==> src/rtl/mips_pkg.sv <==
// Shared MIPS encodings: next-PC select codes used by control_unit and fetch_unit,
// plus the fetch FSM state type.
package mips_pkg;

    localparam int unsigned XLEN = 32;
    localparam int unsigned PCC_W = 3;

    localparam logic [PCC_W-1:0] PC_NEXT   = 3'b000;
    localparam logic [PCC_W-1:0] PC_JUMP   = 3'b001;
    localparam logic [PCC_W-1:0] PC_JR     = 3'b010;
    localparam logic [PCC_W-1:0] PC_BRANCH = 3'b011;

    typedef enum logic [1:0] {
        FS_IDLE  = 2'd0,
        FS_FETCH = 2'd1,
        FS_EXEC  = 2'd2,
        FS_HALT  = 2'd3
    } fetch_state_e;

    // Branch immediate, sign-extended and scaled to a byte offset.
    function automatic logic [XLEN-1:0] branch_offset(input logic [15:0] imm);
        return {{14{imm[15]}}, imm, 2'b00};
    endfunction

endpackage

==> src/rtl/fetch_unit_if.sv <==
// Instruction-memory request/acknowledge bus between fetch_unit and imem.
interface fetch_unit_if;
    import mips_pkg::*;

    logic            imem_req;
    logic [XLEN-1:0] imem_addr;
    logic            imem_ack;
    logic [XLEN-1:0] imem_rdata;

    modport master (output imem_req, output imem_addr, input imem_ack, input imem_rdata);
    modport slave  (input imem_req, input imem_addr, output imem_ack, output imem_rdata);

endinterface

==> src/rtl/fetch_unit_next_pc_calc.sv <==
// Combinational next-PC mux: sequential, jump, register-indirect and branch targets.
module next_pc_calc
    import mips_pkg::*;
(
    input  logic [XLEN-1:0]  pc_i,
    input  logic [XLEN-1:0]  instr_i,
    input  logic [PCC_W-1:0] pc_control_i,
    input  logic [XLEN-1:0]  rs_data_i,
    output logic [XLEN-1:0]  pc_plus4_o,
    output logic [XLEN-1:0]  next_pc_o,
    output logic             misaligned_o
);

    assign pc_plus4_o = pc_i + XLEN'(4);

    // Codes 3'b1xx fall through to sequential fetch.
    always_comb begin
        next_pc_o = pc_plus4_o;
        case (pc_control_i)
            PC_JUMP:   next_pc_o = {pc_plus4_o[31:28], instr_i[25:0], 2'b00};
            PC_JR:     next_pc_o = rs_data_i;
            PC_BRANCH: next_pc_o = pc_plus4_o + branch_offset(instr_i[15:0]);
            default:   next_pc_o = pc_plus4_o;
        endcase
    end

    assign misaligned_o = (next_pc_o[1:0] != 2'b00);

endmodule

==> src/rtl/fetch_unit.sv <==
// Instruction fetch / PC sequencer: fetches over req/ack, holds the instruction
// for execute, and advances the PC only when execute reports completion.
module fetch_unit
    import mips_pkg::*;
#(
    parameter logic [XLEN-1:0] RESET_PC = 32'h0000_0000
) (
    input  logic              clk,
    input  logic              rst_n,
    fetch_unit_if.master      imem,
    output logic [XLEN-1:0]   instruction_o,
    output logic              instr_valid_o,
    output logic [XLEN-1:0]   pc_o,
    output logic [XLEN-1:0]   pc_plus4_c_o,
    input  logic [PCC_W-1:0]  pc_control_i,
    input  logic [XLEN-1:0]   rs_data_i,
    input  logic              exec_done_i,
    output logic              fault_o,
    output logic [XLEN-1:0]   retired_count_o
);

    fetch_state_e    state_q, state_d;
    logic [XLEN-1:0] pc_q, pc_d;
    logic [XLEN-1:0] instr_q, instr_d;
    logic            valid_q, valid_d;
    logic            fault_q, fault_d;
    logic            req_q, req_d;
    logic [XLEN-1:0] retired_q, retired_d;

    logic [XLEN-1:0] next_pc;
    logic [XLEN-1:0] pc_plus4;
    logic            misaligned;

    next_pc_calc u_next_pc_calc (
        .pc_i         (pc_q),
        .instr_i      (instr_q),
        .pc_control_i (pc_control_i),
        .rs_data_i    (rs_data_i),
        .pc_plus4_o   (pc_plus4),
        .next_pc_o    (next_pc),
        .misaligned_o (misaligned)
    );

    always_ff @(posedge clk or negedge rst_n) begin
        if (!rst_n) begin
            state_q   <= FS_IDLE;
            pc_q      <= RESET_PC;
            instr_q   <= '0;
            valid_q   <= 1'b0;
            fault_q   <= 1'b0;
            req_q     <= 1'b0;
            retired_q <= '0;
        end else begin
            state_q   <= state_d;
            pc_q      <= pc_d;
            instr_q   <= instr_d;
            valid_q   <= valid_d;
            fault_q   <= fault_d;
            req_q     <= req_d;
            retired_q <= retired_d;
        end
    end

    // Next-state and datapath updates; a misaligned target retires but halts in place.
    always_comb begin
        state_d   = state_q;
        pc_d      = pc_q;
        instr_d   = instr_q;
        valid_d   = valid_q;
        fault_d   = fault_q;
        retired_d = retired_q;
        case (state_q)
            FS_IDLE: state_d = FS_FETCH;
            FS_FETCH: begin
                if (imem.imem_ack) begin
                    instr_d = imem.imem_rdata;
                    valid_d = 1'b1;
                    state_d = FS_EXEC;
                end
            end
            FS_EXEC: begin
                if (exec_done_i) begin
                    retired_d = retired_q + XLEN'(1);
                    valid_d   = 1'b0;
                    if (misaligned) begin
                        fault_d = 1'b1;
                        state_d = FS_HALT;
                    end else begin
                        pc_d    = next_pc;
                        state_d = FS_FETCH;
                    end
                end
            end
            FS_HALT: state_d = FS_HALT;
            default: state_d = FS_IDLE;
        endcase
        req_d = (state_d == FS_FETCH);
    end

    assign imem.imem_req   = req_q;
    assign imem.imem_addr  = pc_q;
    assign instruction_o   = instr_q;
    assign instr_valid_o   = valid_q;
    assign pc_o            = pc_q;
    assign pc_plus4_c_o    = pc_plus4;
    assign fault_o         = fault_q;
    assign retired_count_o = retired_q;

endmodule

==> src/flat_wrapper.sv <==
// flat-port wrapper written by rule: the top's interface ports become plain ports
module fetch_unit_flat import mips_pkg::*;
#(
    parameter logic [XLEN-1:0] RESET_PC = 32'h0000_0000
)
  (clk, rst_n, instruction_o, instr_valid_o, pc_o, pc_plus4_c_o, pc_control_i, rs_data_i, exec_done_i, fault_o, retired_count_o, imem_imem_req, imem_imem_addr, imem_imem_ack, imem_imem_rdata);
  fetch_unit_if imem_i ();
  input  logic clk;
  input  logic rst_n;
  output logic [XLEN-1:0] instruction_o;
  output logic instr_valid_o;
  output logic [XLEN-1:0] pc_o;
  output logic [XLEN-1:0] pc_plus4_c_o;
  input  logic [PCC_W-1:0] pc_control_i;
  input  logic [XLEN-1:0] rs_data_i;
  input  logic exec_done_i;
  output logic fault_o;
  output logic [XLEN-1:0] retired_count_o;
  output wire logic [$bits(imem_i.imem_req)-1:0] imem_imem_req;
  output wire logic [$bits(imem_i.imem_addr)-1:0] imem_imem_addr;
  input wire logic [$bits(imem_i.imem_ack)-1:0] imem_imem_ack;
  input wire logic [$bits(imem_i.imem_rdata)-1:0] imem_imem_rdata;
  assign imem_imem_req = imem_i.imem_req;
  assign imem_imem_addr = imem_i.imem_addr;
  assign imem_i.imem_ack = imem_imem_ack;
  assign imem_i.imem_rdata = imem_imem_rdata;
  fetch_unit #(.RESET_PC(RESET_PC)) u_core (.clk(clk), .rst_n(rst_n), .imem(imem_i), .instruction_o(instruction_o), .instr_valid_o(instr_valid_o), .pc_o(pc_o), .pc_plus4_c_o(pc_plus4_c_o), .pc_control_i(pc_control_i), .rs_data_i(rs_data_i), .exec_done_i(exec_done_i), .fault_o(fault_o), .retired_count_o(retired_count_o));
endmodule
==> config.mk <==
export PLATFORM = sky130hd
export DESIGN_NAME = fetch_unit_flat
export DESIGN_NICKNAME = d
export VERILOG_FILES = /design/src/rtl/mips_pkg.sv /design/src/rtl/fetch_unit_if.sv /design/src/rtl/fetch_unit_next_pc_calc.sv /design/src/rtl/fetch_unit.sv /design/src/flat_wrapper.sv
export SDC_FILE = /design/constraint.sdc
export NUM_CORES = 1
export LEC_CHECK = 0
export CORE_ASPECT_RATIO = 0.8
export CORE_UTILIZATION = 42
export DETAILED_ROUTE_END_ITERATION = 12
export PLACE_DENSITY = 0.73
export SLEW_MARGIN = 5
export SYNTH_ARGS = -nofsm -noshare
export SYNTH_HDL_FRONTEND = slang
export SYNTH_HIERARCHICAL = 1
export SYNTH_SLANG_ARGS = --single-unit
==> constraint.sdc <==
create_clock -name clk -period 5.25 [get_ports clk]
set_clock_uncertainty 0.15 [all_clocks]
set_input_delay 1.05 -clock clk [delete_from_list [all_inputs] [get_ports clk]]
set_output_delay 1.05 -clock clk [all_outputs]
set_load 0.02 [all_outputs]
==> results of run 1 <==
cell type report:
type	count	share of cell area, %
clock buffer	9	2.283
clock inverter	7	0.9132
inverter	23	0.8752
multi-input combinational	576	43.21
sequential	101	25.62
tap	220	2.790
timing repair buffer	242	24.30
state kept, by name, summed over array words and instances (netlist names):
name / count
u_core/imem.imem_addr: 32
u_core/instruction_o: 32
u_core/retired_count_o: 32
u_core/state_q: 2
u_core/fault_o: 1
u_core/imem.imem_req: 1
u_core/instr_valid_o: 1
metal layers:
| metal | routed length (um) | up-vias |
|---|---|---|
| met2 | 9874 | 278 |
| met3 | 1637 | 35 |
| met4 | 496 | 0 |
| met5 | 0 | - |
| met1 | 10580 | 3235 |
| li1 | - | 3125 |
cells in the final DEF (no fill, tap or decap), types with 14 or more instances in the layout:
cell type and instances:
a21oi_1 39, dfrtp_1 101, xnor2_1 36, nand2_1 60, xor2_1 44, nand4_1 16, nor3_1 17, o221ai_1 15
nor2_1 37, o21ai_0 22, nand3_1 30, ha_1 35, clkdlybuf4s50_1 232, mux2_2 64, and3_1 14, inv_1 22
a22oi_1 18
worst max path at each step:
stage / end / start / slack (ps) / cells past startpoint
4_1_cts: u_core/imem.imem_addr[31] / u_core/imem.imem_addr[2] / 500 / 16
6_report: u_core/imem.imem_addr[31] / u_core/imem.imem_addr[2] / 390 / 16
3_5_place_dp: u_core/imem.imem_addr[31] / u_core/imem.imem_addr[2] / 550 / 16
3_3_place_gp: u_core/imem.imem_addr[31] / u_core/imem.imem_addr[2] / 750 / 17
2_1_floorplan: u_core/imem.imem_addr[31] / u_core/imem.imem_addr[2] / 720 / 18
5_1_grt: u_core/imem.imem_addr[31] / u_core/imem.imem_addr[2] / 100 / 16
worst max-delay path: cells and delay by family (launching register included):
kind,cells,cell delay [ps]
xor+xnor,1,300
simple gates,7,1760
compound gates,5,1140
mux,1,260
fa+ha+maj,2,660
flops,1,470
report_power, final:
part	switching, uW	internal, uW	leakage (uW)
logic	1920	1700	0.00285
clock network	361	343	0.000148
registers	363	1020	0.00129
per-stage QoR:
stage | total power, uW | instances
after global placement | 4960 | 1162
after CTS | 5712 | 1178
after detailed placement | 4975 | 1162
after floorplan | 3663 | 761
final | 5712 | 1178
after global routing | 6083 | 1178
cell families after synthesis:
family,after synthesis
flip-flops,101
AND/OR/NAND/NOR,235
multiplexers,67
XOR/XNOR,81
AO/OA/AOI/OAI,157
buffers and inverters,84
adder cells (fa/ha/maj),36
==> metrics, run 1 <==
status=complete, no violations; # H-tree levels=3; Slew HR=a little over a third; first-pass GRT wire length=roughly 36000 um; DRC Markers=0; max-cap violations=0; I/O Pins=~230; worst slew pin tran=slightly below 1000 ps; Die H=119.4 um; GPL Wtd Cong=0.9213; later-pin clock latency in the skew report=370 ps; per-cell routed wire length=between 15 and 20 um; slack of the worst reg-to-reg path=approximately 390 ps; HP Class=reg2reg; mux cell area share after synthesis=about a tenth; Setup crit end kind=register; TritonCTS buffer count=9; Area Growth Syn to Fin=36.40%; Mapped Cells=between 700 and 800; largest net degree at the start of global routing=69; Post-Synth XOR/XNOR Area=between 10% and 20%; worst r2r src=u_core/imem.imem_addr[2]; post-synthesis sequential area ratio=34.95%; critical path startpoint category=register; Post-synth EDFFs=0; Post-CTS Hold Buffers=0; total number of yosys warnings=6; DP Worst Slack=552.8 ps; Mean Syn Cell Area=about 9.5 um2; Post-Syn Area=between 7000 and 8000 um2; top cells by count, synth=dfrtp_1, mux2_2, nand2_1; PD cells=slightly below 600 nW/um2; Remaining Overflow, GRT=0; met3 Resource Use GR=under 10%; Final Hold Fails=0; flip-flop and latch area=approximately 2500 um2; synthesized-area fraction occupied by adder cells=between 6 and 7%; fmax=between 0.2 and 0.25 GHz; HP Start=u_core/fault_o; total clock sinks=around 100; Final Instance Area=9864 um2; Multi-input gate area=roughly 4300 um2; via/cell ratio=about 5.7; largest family of logic cells by synthesized area=simple AND/OR/NAND/NOR gates; TritonCTS clock tree=done; CTS max path bufs=2; die width=between 100 and 150 um; Leakage=between 0.004 and 0.005 uW; CP Cell Sequence=ha_1 -> nand4_1 -> nor2_1 -> and2_1 -> and3_2 -> nand3_1 -> xnor2_1 -> ha_1 -> a21oi_1 -> o21ai_0 -> a311oi_1 -> a21oi_1 -> or3_1 -> a211oi_1 -> and3b_1 -> mux2_2; crit path kind=reg2reg; Max FO, Critical Path=8; met1 layer usage reported by global route=between 30 and 40%; Async SR Flop Fraction=100.0%; Hold EP=u_core/fault_o; compound-cell area share of the yosys netlist=between 10 and 15%; data required time of the worst path=about 5400 ps; DR pass1 iterations=5; DIE AREA=approximately 18000 um2; via count=about 6700; fraction of layout cells with a size suffix above 1=between 10% and 20%; post-synth cell types=70; min cycle time layout=about 4900 ps; cell with the most instances after synthesis=dfrtp_1; max incr delay on CP=about 470 ps; final worst-path cycle share=~93%; CP arrival=4960 ps; initial antenna violation count=0; VDD IR max=slightly below 0.0005 V; GRT Max-Usage Layer=met2; grt met2 use=approximately two fifths; number of global-route vias before repair=about 6400; most used flip-flop cell after synthesis=dfrtp_1; unrepaired setup endpoints after global routing=false; Placed Instance Area=~9500 um2; Hold Slack=around 310 ps; post-synth top area share=between 30% and 40%; Final setup viols=0; Final Util=approximately three fifths; Routed Antenna Nets=0; Initial Utilization=a little over two fifths; Slew Limit Fails=0; syn_nets=slightly below 900; worst reg2reg endpoint=u_core/imem.imem_addr[31]; clock-pin slew on the worst setup and hold paths=roughly 80 ps; simple-gate area share of the yosys netlist=around 17%; Post-Route WL=22580 um; setup ws final=391.3 ps; nets@finish=1060; Fin Setup TNS=0 ps; num rows=42; Fill cells=roughly 1500; PostCTS Resize Cnt=0; Post-DP HPWL=about 17000 um; input/output buffers=around 230; top cells by area, synth=dfrtp_1, mux2_2, ha_1; Hold Crit Depth=1; # diodes=0; clock root buffer=clkbuf_16; Core ar.=around 17000 um2; Worst path slowest cell=dfrtp_1; setup bufs post-CTS=0; Worst Reg-to-Reg Cells=16; #FFs+latches synth=between 100 and 150; DRT iter0 DRCs=444; Global Route Usage Sum=a little over a quarter; Synth area leader=dfrtp_1
(Power assumes the default switching activity.)
==> run 2: changes to the inputs <==
--- a/config.mk
+++ b/config.mk
@@ -6,9 +6,11 @@
 export NUM_CORES = 1
 export LEC_CHECK = 0
 export CORE_ASPECT_RATIO = 0.8
-export CORE_UTILIZATION = 42
+export CORE_UTILIZATION = 36
+export CTS_CLUSTER_DIAMETER = 100
+export CTS_CLUSTER_SIZE = 14
 export DETAILED_ROUTE_END_ITERATION = 12
-export PLACE_DENSITY = 0.73
+export PLACE_DENSITY = 0.64
 export SLEW_MARGIN = 5
 export SYNTH_ARGS = -nofsm -noshare
 export SYNTH_HDL_FRONTEND = slang
==> run 2 against run 1 <==
Non-clock buffer count rose by 2. Clock power barely moved. Sequential power is essentially flat. Total power is 0.24% lower. Critical path type unchanged. Critical endpoint unchanged. Largest cell class unchanged.
==> metrics, run 2 (synthesis gave the netlist of run 1 again) <==
first-pass GRT wire length=35490 um; setup bufs post-CTS=0; clock root buffer=clkbuf_16; unrepaired setup endpoints after global routing=false; most common cell after layout, fill and taps aside=clkdlybuf4s50_1; worst reg2reg endpoint=u_core/imem.imem_addr[31]; Hold Crit Depth=1; Initial Utilization=37.45%; nets@finish=between 1000 and 1500; commonest cells after routing, fill and taps aside=clkdlybuf4s50_1, dfrtp_1, mux2_2; Post-Route WL=22870 um; Core ar.=~19000 um2; slack of the worst reg-to-reg path=580 ps; per-cell routed wire length=about 19 um; DP Worst Slack=around 690 ps; Multi-input gate area=roughly 4300 um2; crit path kind=reg2reg; die width=~160 um; Max FO, Critical Path=8; later-pin clock latency in the skew report=~370 ps; Area Growth Syn to Fin=37.27%; worst r2r src=u_core/imem.imem_addr[2]; Fill cells=around 1800; Worst path top cell family by delay=simple AND/OR/NAND/NOR gates; TritonCTS buffer count=9; via/cell ratio=around 5.4; DIE AREA=about 21000 um2; Remaining Overflow, GRT=0; fraction of layout cells with a size suffix above 1=12.08%; Leakage=between 0.004 and 0.005 uW; setup ws final=583.3 ps; number of global-route vias before repair=between 6000 and 7000; # diodes=0; VDD IR max=roughly 0.00035 V; largest net degree at the start of global routing=64; final worst-path cycle share=about nine tenths; Switch Pwr=2634 uW; critical path startpoint category=register; sequential power share=24.4%; Comb pwr share=between 60% and 70%; PD cells=574.0 nW/um2; via count=approximately 6600; Final Hold Fails=0; I/O Pins=234; status=complete, no violations; DR pass1 iterations=5; Int Power=just over 3000 uW; Die H=approximately 130 um; max-cap violations=0; Final setup viols=0; Post-CTS Hold Buffers=0; CP arrival=roughly 4800 ps; Crit path depth=17; input/output buffers=about 230; initial antenna violation count=0; max incr delay on CP=470 ps; proportion of power drawn by the clock network=12.4%; HP Class=reg2reg; CP Capture Point=u_core/imem.imem_addr[31]; CTS max path bufs=2; Critical path origin=u_core/imem.imem_addr[2]; Worst path slowest cell=dfrtp_1; Global Route Usage Sum=between 20% and 30%; Fin Setup TNS=0 ps; # H-tree levels=3; num rows=45; Slew Limit Fails=0; Setup crit end kind=register; Worst Reg-to-Reg Cells=17; Hold Slack=between 300 and 400 ps; Final Power=between 5000 and 6000 uW; GPL Wtd Cong=slightly above 0.9; flip-flop and latch area=2527 um2; clock-pin slew on the worst setup and hold paths=around 80 ps; DRC Markers=0; total clock sinks=between 100 and 150; worst slew pin tran=~970 ps; DRT iter0 DRCs=a little under 600; Sw Ratio=a little under half; data required time of the worst path=5340 ps; Post-DP HPWL=17080 um; min cycle time layout=4667 ps; worst path bufs/invs=1; Routed Antenna Nets=0; PostCTS Resize Cnt=0; CP Cell Sequence=ha_1 -> nand4_1 -> nor2_1 -> buf_4 -> and2_1 -> and3_2 -> nand3_1 -> xnor2_1 -> ha_1 -> a21oi_1 -> o21ai_0 -> a311oi_1 -> a21oi_1 -> or3_1 -> a211oi_1 -> and3b_1 -> mux2_2; Slew HR=a little over a third; TritonCTS clock tree=done; fmax=0.2143 GHz
## run 2: cell type report
cell class	instances	area share, %
Clock buffer	9	2.269
Clock inverter	7	0.9075
Inverter	23	0.8697
Multi-Input combinational cell	576	42.94
Sequential cell	101	25.46
Tap cell	258	3.252
Timing Repair Buffer	244	24.30
## run 2: metal layers
layer	global-route usage [%]	wire length [um]	vias to the layer above	share of wire, %
met5	0	0	-	0
met4	3.641	166	0	0.73
met3	5.738	1706	14	7.5
met2	33.16	9947	233	44
met1	32.05	11050	3191	48
li1	-	-	3124	-
## run 2: worst min-delay path by stage
| stage | startpoint | endpoint | slack (ps) |
|---|---|---|---|
| floorplan | u_core/state_q[0] | u_core/state_q[0] | 370 |
| global placement | u_core/fault_o | u_core/fault_o | 300 |
| detailed placement | u_core/fault_o | u_core/fault_o | 300 |
| CTS | u_core/fault_o | u_core/fault_o | 310 |
| global route | u_core/fault_o | u_core/fault_o | 330 |
| finish | u_core/fault_o | u_core/fault_o | 310 |
## run 2: power groups by stage
stage / Clock [uW] / Sequential (uW) / Combinational (uW)
after CTS: 731 / 1390 / 3590
after global routing: 757 / 1440 / 3880
after floorplan: 0 / 1590 / 2070
final: 706 / 1390 / 3600
after detailed placement: 0 / 1400 / 3570
after global placement: 0 / 1400 / 3590
## run 2: per-stage QoR
| stage | util, % | cell area [um2] | std cells |
|---|---|---|---|
| final | 51.40 | 9927 | 1218 |
| after global routing | 51.40 | 9927 | 1218 |
| after CTS | 51.40 | 9927 | 1218 |
| after detailed placement | 49.77 | 9612 | 1202 |
| after global placement | 49.77 | 9612 | 1202 |
| after floorplan | - | 7232 | 761 |
## run 2: worst reg2reg max path, stage by stage, from the launching register on
cell      delay, ps
dfrtp_1         470
ha_1            260
nand4_1         160
nor2_1          160
buf_4           160
and2_1          180
and3_2          250
nand3_1         110
xnor2_1         340
ha_1            390
a21oi_1         210
o21ai_0         140
a311oi_1        390
a21oi_1         140
or3_1           380
a211oi_1        220
and3b_1         190
mux2_2          250
==> run 3: changes to the inputs <==
--- a/config.mk
+++ b/config.mk
@@ -11,6 +11,7 @@
 export CTS_CLUSTER_SIZE = 14
 export DETAILED_ROUTE_END_ITERATION = 12
 export PLACE_DENSITY = 0.64
+export SKIP_LAST_GASP = 1
 export SLEW_MARGIN = 5
 export SYNTH_ARGS = -nofsm -noshare
 export SYNTH_HDL_FRONTEND = slang
==> results of run 3 <==
Same layout as run 2: the final DEF is identical, and so are final timing and power.
